### src/rtl/dpro_acc_stage.sv
`default_nettype none
// ============================================================================
// Module   : dpro_acc_stage
// Purpose  : Result stage behind the ALU. Registers ordinary ALU results and
//            forwards them to writeback over valid/ready. For DPRO beats it
//            accumulates a programmable number of element products and emits
//            one dot-product sum per vector.
// Ports    : clk, rst_n         - clock, synchronous active-low reset
//            in_valid/in_ready  - ALU beat handshake
//            op_code, alu_result, vec_len - beat payload
//            wb_valid/wb_ready  - writeback handshake
//            wb_data, wb_op     - emitted result and its opcode
//            acc_ovf            - signed overflow seen in current/last DPRO sum
//            seq_err            - sticky, DPRO vector aborted by non-DPRO beat
//            busy               - accumulating a vector
// Revision : 1.0 - initial release
// ============================================================================
module dpro_acc_stage #(
    parameter int DATA_W = 32,
    parameter int OP_W   = 3,
    parameter int LEN_W  = 8
) (
    input  logic              clk,
    input  logic              rst_n,
    input  logic              in_valid,
    output logic              in_ready,
    input  logic [OP_W-1:0]   op_code,
    input  logic [DATA_W-1:0] alu_result,
    input  logic [LEN_W-1:0]  vec_len,
    output logic              wb_valid,
    input  logic              wb_ready,
    output logic [DATA_W-1:0] wb_data,
    output logic [OP_W-1:0]   wb_op,
    output logic              acc_ovf,
    output logic              seq_err,
    output logic              busy
);

    localparam logic [OP_W-1:0] C_OP_ADD  = OP_W'(3'b000);
    localparam logic [OP_W-1:0] C_OP_MUL  = OP_W'(3'b001);
    localparam logic [OP_W-1:0] C_OP_LDR  = OP_W'(3'b100);
    localparam logic [OP_W-1:0] C_OP_STR  = OP_W'(3'b101);
    localparam logic [OP_W-1:0] C_OP_MOV  = OP_W'(3'b110);
    localparam logic [OP_W-1:0] C_OP_DPRO = OP_W'(3'b111);

    typedef enum logic [0:0] {
        S_IDLE  = 1'b0,
        S_ACCUM = 1'b1
    } state_t;

    state_t              state_q, state_d;
    logic                wb_valid_q, wb_valid_d;
    logic [DATA_W-1:0]   wb_data_q, wb_data_d;
    logic [OP_W-1:0]     wb_op_q, wb_op_d;
    logic [DATA_W-1:0]   acc_q, acc_d;
    logic [LEN_W-1:0]    cnt_q, cnt_d;
    logic                acc_ovf_q, acc_ovf_d;
    logic                seq_err_q, seq_err_d;

    logic                w_accept;
    logic                w_is_dpro;
    logic                w_is_pass;
    logic [DATA_W-1:0]   w_sum;
    logic                w_sum_ovf;
    logic [LEN_W-1:0]    w_len;

    // Single output register: a new beat fits whenever the register is empty
    // or is being drained in the same cycle.
    assign in_ready = !wb_valid_q || wb_ready;
    assign w_accept = in_valid && in_ready;

    assign w_is_dpro = (op_code == C_OP_DPRO);
    always_comb begin
        w_is_pass = 1'b0;
        case (op_code)
            C_OP_ADD, C_OP_MUL, C_OP_LDR, C_OP_STR, C_OP_MOV: w_is_pass = 1'b1;
            default:                                          w_is_pass = 1'b0;
        endcase
    end

    // Two's-complement wrap; overflow when operands agree in sign but the
    // result does not.
    assign w_sum     = acc_q + alu_result;
    assign w_sum_ovf = (acc_q[DATA_W-1] == alu_result[DATA_W-1]) &&
                       (w_sum[DATA_W-1] != acc_q[DATA_W-1]);

    // A zero length is treated as a single-element vector.
    assign w_len = (vec_len == '0) ? LEN_W'(1) : vec_len;

    always_comb begin
        logic idle_path;

        state_d    = state_q;
        wb_valid_d = wb_valid_q;
        wb_data_d  = wb_data_q;
        wb_op_d    = wb_op_q;
        acc_d      = acc_q;
        cnt_d      = cnt_q;
        acc_ovf_d  = acc_ovf_q;
        seq_err_d  = seq_err_q;
        idle_path  = 1'b0;

        if (wb_valid_q && wb_ready) begin
            wb_valid_d = 1'b0;
        end

        if (w_accept) begin
            if (state_q == S_ACCUM) begin
                if (w_is_dpro) begin
                    acc_d     = w_sum;
                    cnt_d     = cnt_q - LEN_W'(1);
                    acc_ovf_d = acc_ovf_q || w_sum_ovf;
                    if (cnt_q == LEN_W'(1)) begin
                        wb_valid_d = 1'b1;
                        wb_data_d  = w_sum;
                        wb_op_d    = C_OP_DPRO;
                        state_d    = S_IDLE;
                    end
                end else begin
                    // Abort the vector; the interrupting beat is then
                    // handled exactly as it would be from IDLE.
                    seq_err_d = 1'b1;
                    acc_d     = '0;
                    cnt_d     = '0;
                    state_d   = S_IDLE;
                    idle_path = 1'b1;
                end
            end else begin
                idle_path = 1'b1;
            end

            if (idle_path) begin
                if (w_is_pass) begin
                    wb_valid_d = 1'b1;
                    wb_data_d  = alu_result;
                    wb_op_d    = op_code;
                end else if (w_is_dpro) begin
                    acc_ovf_d = 1'b0;
                    if (w_len == LEN_W'(1)) begin
                        wb_valid_d = 1'b1;
                        wb_data_d  = alu_result;
                        wb_op_d    = C_OP_DPRO;
                    end else begin
                        acc_d   = alu_result;
                        cnt_d   = w_len - LEN_W'(1);
                        state_d = S_ACCUM;
                    end
                end
                // Undefined opcodes fall through: accepted and dropped.
            end
        end
    end

    always_ff @(posedge clk) begin
        if (!rst_n) begin
            state_q    <= S_IDLE;
            wb_valid_q <= 1'b0;
            wb_data_q  <= '0;
            wb_op_q    <= '0;
            acc_q      <= '0;
            cnt_q      <= '0;
            acc_ovf_q  <= 1'b0;
            seq_err_q  <= 1'b0;
        end else begin
            state_q    <= state_d;
            wb_valid_q <= wb_valid_d;
            wb_data_q  <= wb_data_d;
            wb_op_q    <= wb_op_d;
            acc_q      <= acc_d;
            cnt_q      <= cnt_d;
            acc_ovf_q  <= acc_ovf_d;
            seq_err_q  <= seq_err_d;
        end
    end

    assign wb_valid = wb_valid_q;
    assign wb_data  = wb_data_q;
    assign wb_op    = wb_op_q;
    assign acc_ovf  = acc_ovf_q;
    assign seq_err  = seq_err_q;
    assign busy     = (state_q == S_ACCUM);

endmodule
`default_nettype wire

### config.mk
export PLATFORM = sky130hd
export DESIGN_NAME = dpro_acc_stage
export DESIGN_NICKNAME = d
export VERILOG_FILES = /design/src/rtl/dpro_acc_stage.sv
export SDC_FILE = /design/constraint.sdc
export NUM_CORES = 1
export LEC_CHECK = 0
export ABC_AREA = 1
export ABC_CLOCK_PERIOD_IN_PS = 3000
export BUFFER_PORTS_ARGS = -buffer_cell sky130_fd_sc_hd__buf_2
export CAP_MARGIN = 5
export CORE_ASPECT_RATIO = 0.6
export CORE_MARGIN = 1.5
export CORE_UTILIZATION = 55
export CTS_BUF_LIST = sky130_fd_sc_hd__clkbuf_8
export DETAILED_ROUTE_END_ITERATION = 12
export HOLD_SLACK_MARGIN = 0.12
export PLACE_DENSITY = 0.76
export SLEW_MARGIN = 20
export SYNTH_ARGS = -nofsm -noshare
export SYNTH_HDL_FRONTEND = slang
export SYNTH_SLANG_ARGS = --single-unit
### constraint.sdc
create_clock -name clk -period 3 [get_ports clk]
set_clock_uncertainty 0.2 [all_clocks]
set_input_delay 0.6 -clock clk [delete_from_list [all_inputs] [get_ports clk]]
set_output_delay 0.6 -clock clk [all_outputs]
set_load 0.02 [all_outputs]
---- After elaboration in Yosys (flattened, before gate mapping) ----
Index checks and enable logic that the tools add are counted.
word-level totals
  register bits ........................... 79
  bits of input ports ..................... 47
  output and inout bits ................... 40
  logic and storage cells ................. 83
cells by class
  add/sub/neg operators ................... 3
  equal/unequal tests ..................... 9
  muxes and demuxes ....................... 52
  bitwise gates (word level) .............. 1
  reduce and logical (&&, ||, !) cells .... 10
operator list
  cell                 number
  $mux 32              13
  $mux 8               7
  $add 32x32->32       1
  $mux 1               25
  $mux 3               7
  $eq 8x1->1 const B   2
  $sub 8x1->8 const B  2
  $eq 3x3->1 const B   4
  $logic_not 8->1      1
  $reduce_or 5->1      1
  $eq 3x1->1 const B   1
  $logic_and 1x1->1    3
  $logic_not 3->1      1
  $reduce_and 3->1     1
  $logic_or 1x1->1     2
  $eq 1x1->1           1
  $logic_not 1->1      1
  $ne 1x1->1           1
  $not 1->1            1

---- Logic depth before layout (Yosys ltp) ----
  word-level depth ........................ 10
  mapped depth ............................ 16
  mapped depth without buffers ............ 15

---- Least setup slack after synthesis ----
Ideal clock, no wire load.
  path kind ............................... input -> register
  from .................................... input port vec_len[4]
  to ...................................... register acc_q[17]
  library setup time ...................... 0.117 ns
  arrival ................................. 2.179 ns
  data required time ...................... 2.683 ns
  path slack .............................. 0.504 ns
  stages .................................. 15
  path buffers ............................ 1
  path through ............................ nor2_1 -> nand2_1 -> nor2_4 -> a21oi_1 -> inv_1 -> ha_1 -> nand2_2 -> nand2_4 -> inv_2 -> nand2_1 -> buf_4 -> o21ai_0 -> nand2_1 -> o2111ai_1 -> inv_1
on the way
  cells in the longest elaborated chain, start to end .. 7
ends and longest elaborated chain
  what                  RTL line  source
  from (decl)           29        input logic [LEN_W-1:0] vec_len,
  $logic_not 8->1       88        assign w_len = (vec_len == '0) ? LEN_W'(1) : vec_len;
  $mux 8 *              88
  $eq 8x1->1 *          139       if (w_len == LEN_W'(1)) begin
  $mux 32 *             139
  $mux 32 *             137       end else if (w_is_dpro) begin
  $mux 32 *             133       if (w_is_pass) begin
  $mux 32 *             132       if (idle_path) begin
  to (signal assigned)  160       acc_q <= '0;
  to (signal assigned)  169       acc_q <= acc_d;
  to (decl)             55        logic [DATA_W-1:0] acc_q, acc_d;
Mark *: on every way between the ends. The rest lies on a longest branch, timed or not.
A chain may end at the register's enable or synchronous reset.

---- Final worst setup path ----
  from .................................... register acc_q[0]
  to ...................................... register wb_data_q[16] (netlist: wb_data[16])
on the way
  cells in the longest elaborated chain, start to end .. 8
ends and longest elaborated chain
  what                  RTL line  source
  $add 32x32->32 *      83        assign w_sum = acc_q + alu_result;
  $mux 32 *             113       if (cnt_q == LEN_W'(1)) begin
  $mux 32 *             109       if (w_is_dpro) begin
  $mux 32 *             108       if (state_q == S_ACCUM) begin
  $mux 32               139
  $mux 32               137
  $mux 32               133
  $mux 32 *             132
  to (signal assigned)  167       wb_data_q <= wb_data_d;
  to (decl)             53        logic [DATA_W-1:0] wb_data_q, wb_data_d;
Marked as above.

==> results_dict.tcl <==
set metrics [dict create \
    cts.sinks 79 \
    crit_top_cell "nand2_1" \
    insertion_delay_ns 0.39 \
    drc 0 \
    ys_top_cells_by_area "dfxtp_1, nand2_1, inv_1, nor2_1, a21oi_1" \
    place_congestion 1.02 \
    startpoint_type "flip-flop" \
    setup_slack_ns 0.519 \
    routed_wl_mm 23.1 \
    fp-row-count 31 \
    clock_path_buffers 2 \
    cp_cell_sequence "ha_1, fa_1, nand3_1, nand3_1, nand2_1, nand2_1, nand2_1, nand2_1, xor2_1, nand2_1, nand3_1, a21oi_1" \
    cts_resized 0 \
    antenna_found_initial 0 \
    ant_nets 0 \
    ys_ff_latch 79 \
    slowest_delay_ns 0.46 \
    hold_violations 0 \
    maxSlewViolCount 0 \
    rsz0062_at_grt "false" \
    pre_cts_ws_ns 0.184 \
    yosysUniqueCellTypes 46 \
    avgRoutedWirePerCell_um 15.8 \
    clock_power_share 0.291 \
    p_leak_nw 4.10 \
    layout.nets 1376 \
    gr-usage-all-layers 0.352 \
    die_w_um 149 \
    drive_above_1_share 0.120 \
    r2r_cells 12 \
    critical_path.slowest_cell "fa_1" \
    timing.rr.end "wb_data[16]" \
    synth_area_um2 7020 \
    initialDrtViolationCount 826 \
    cts_max_level 3 \
    synth_cells 1226 \
    status "finished, final reports clean" \
    setup_tns_ns 0 \
    power.internal_mw 1.85 \
    grt_first_pass_wirelength_mm 37.2 \
    crit_path_end_kind "flip-flop" \
    die_height_um 90.5 \
    num_io_pins 87 \
    yosysWarnings 0 \
    n_antenna_cell 0 \
    p_seq_frac 0.388 \
    switching_share 0.389 \
    cts_inserted_buffers 9 \
    clock.fmax_ghz 0.403 \
    setup_violations 0 \
    p_sw_mw 1.18 \
    grt_max_degree 55 \
    synth_top_cell_by_area "dfxtp_1" \
    p_comb_frac 0.320 \
    area_growth_pct 11.2 \
    avgSynthCellArea_um2 5.72 \
    post-route-util 0.637 \
    dr_total_vias 8099 \
    cts_tree "yes" \
    drv_cap 0 \
    cp.arrival_ns 2.54 \
    cp_max_fo 4 \
    startpoint "acc_q[0]" \
    hold_ws_ns 0.265 \
    required_ns 3.06 \
    grt_pass1_vias 7086 \
    holdBufCountCts 0 \
    power_density_nw_per_um2 388 \
    vias_per_cell 5.54 \
    start_util 0.572 \
    ir_drop_mv 0.211 \
    postCtsSetupBuffers 0 \
    fin_crit_sh 0.827 \
    rr_startpoint "acc_q[0]" \
    overflow 0 \
    io_buffers 86 \
    fin_crit_ns 2.48 \
    yosysSeqAreaShare 0.225 \
    core_um2 12300 \
    hpwl_mm 17.4 \
    slew-limit-headroom 0.520 \
    critical_path_class "reg -> reg" \
    dieArea_um2 13500 \
    rrSetupSlack_ns 0.52 \
    clock-root-buffer "clkbuf_8" \
    synth.net_count 1309 \
    tightest_slew_ns 0.718 \
    dr.pass1.iters 6 \
    yosys.area.top_type_share 0.225 \
    endpoint "wb_data[16]" \
    clk_pin_slew_ns 0.10 \
    holdCritPathClass "reg -> reg" \
]
[metrics by stage]
| stage | instances | power (mW) | instance area (um^2) |
|---|---|---|---|
| 2_1_floorplan | 1226 | 1.86 | 7020 |
| 3_3_place_gp | 1447 | 2.13 | 7600 |
| 3_5_place_dp | 1447 | 2.14 | 7600 |
| 4_1_cts | 1463 | 3.01 | 7800 |
| 5_1_grt | 1463 | 3.19 | 7800 |
| 6_report | 1463 | 3.03 | 7800 |
[cell usage in the layout, fill, tap and decap left out, types with 2 or more instances in the layout]
cell type,Yosys,layout
a211oi_1,4,4
a21oi_1,92,92
a21oi_2,10,10
a31oi_1,10,10
and2_1,3,3
buf_12,0,3
buf_2,16,86
buf_4,4,14
clkbuf_8,0,10
dfxtp_1,79,79
ha_1,35,35
inv_1,170,171
inv_2,8,9
inv_6,0,2
nand2_1,373,372
nand2_2,3,4
nand2_4,3,3
nand3_1,84,84
nand3b_1,9,9
nand4_1,5,5
nor2_1,133,133
nor2_2,2,2
nor2_4,2,2
nor3_1,7,7
o2111ai_1,3,3
o211ai_1,4,4
o21ai_0,90,90
o21ai_1,6,6
o21bai_1,4,4
o221ai_1,4,4
or2_0,2,2
or2_2,5,5
xnor2_1,7,7
xor2_1,10,10
[critical path, delay by kind of cell, from the launching register on]
kind / cells / cell delay, ns
AND/OR/NAND/NOR: 8 / 0.77
adder cells (fa/ha/maj): 2 / 0.72
XOR/XNOR: 1 / 0.23
flip-flops: 1 / 0.35
AO/OA/AOI/OAI: 1 / 0.07
[cells by family after synthesis]
kind of cell	after synthesis	synth area share
AOI/OAI and AO/OA	233	0.185
muxes	1	0.00143
buffers and inverters	227	0.128
adders and majority gates	36	0.0653
DFF	79	0.225
and+or+nand+nor	633	0.373
xor gates and xnor gates	17	0.0212
[per-layer routing]
layer  routed length [um]  global-route usage  share of wire  vias to the layer above
met3                 2920              0.0904           0.13                       19
met5                    0                   0              0                        -
met2                 8690               0.475           0.38                      413
li1                     -                   -              -                     4043
met4                  167              0.0545         0.0072                        0
met1                11300               0.555           0.49                     3624
[worst min path at each step]
| stage | start | endpoint | slack [ns] | cells after the start |
|---|---|---|---|---|
| final | acc_ovf | acc_ovf | 0.26 | 2 |
| after global routing | acc_ovf | acc_ovf | 0.28 | 2 |
| after CTS | acc_ovf | acc_ovf | 0.26 | 2 |
| after detailed placement | acc_ovf | acc_ovf | 0.24 | 2 |
| after global placement | acc_ovf | acc_ovf | 0.25 | 2 |
| after floorplan | cnt_q[6] | cnt_q[6] | 0.25 | 2 |
[cell type report]
cell class | count | area, um^2
multi-input combinational | 920 | 4540
fill | 1202 | 4450
sequential | 79 | 1580
inverter | 180 | 676
timing repair buffer | 103 | 596
tap | 165 | 206
clock buffer | 10 | 138
clock inverter | 6 | 67.6
[synthesized netlist by cell type (all sizes together)]
master   instances
o31ai            1
nand4            5
fa               1
a22o             1
nand2          379
mux2i            1
nor3             7
clkinv           2
o21ai           97
and2             3
nor2           137
o2111ai          3
ha              35
o211ai           4
buf             23
o221ai           4
xnor2            7
a31oi           10
clkbuf          24
nand3b           9
xor2            10
nand3           85
inv            178
a21oi          103
a21boi           1
o21bai           4
or2              8
a211oi           4
a21o             1
dfxtp           79
[sequential cells by signal, indices dropped and copies added, names as in the netlist]
register / flops
cnt_q: 8
wb_data: 32
wb_valid: 1
busy: 1
acc_ovf: 1
seq_err: 1
acc_q: 32
wb_op: 3
[power groups by stage]
stage / Sequential (mW) / Combinational, mW / Clock [mW]
after global placement: 1.20 / 0.934 / 0
after global routing: 1.18 / 1.08 / 0.925
final: 1.18 / 0.971 / 0.883
after CTS: 1.17 / 0.949 / 0.886
after detailed placement: 1.20 / 0.943 / 0
after floorplan: 1.23 / 0.623 / 0
No activity file was read; power rests on OpenSTA's default activity.
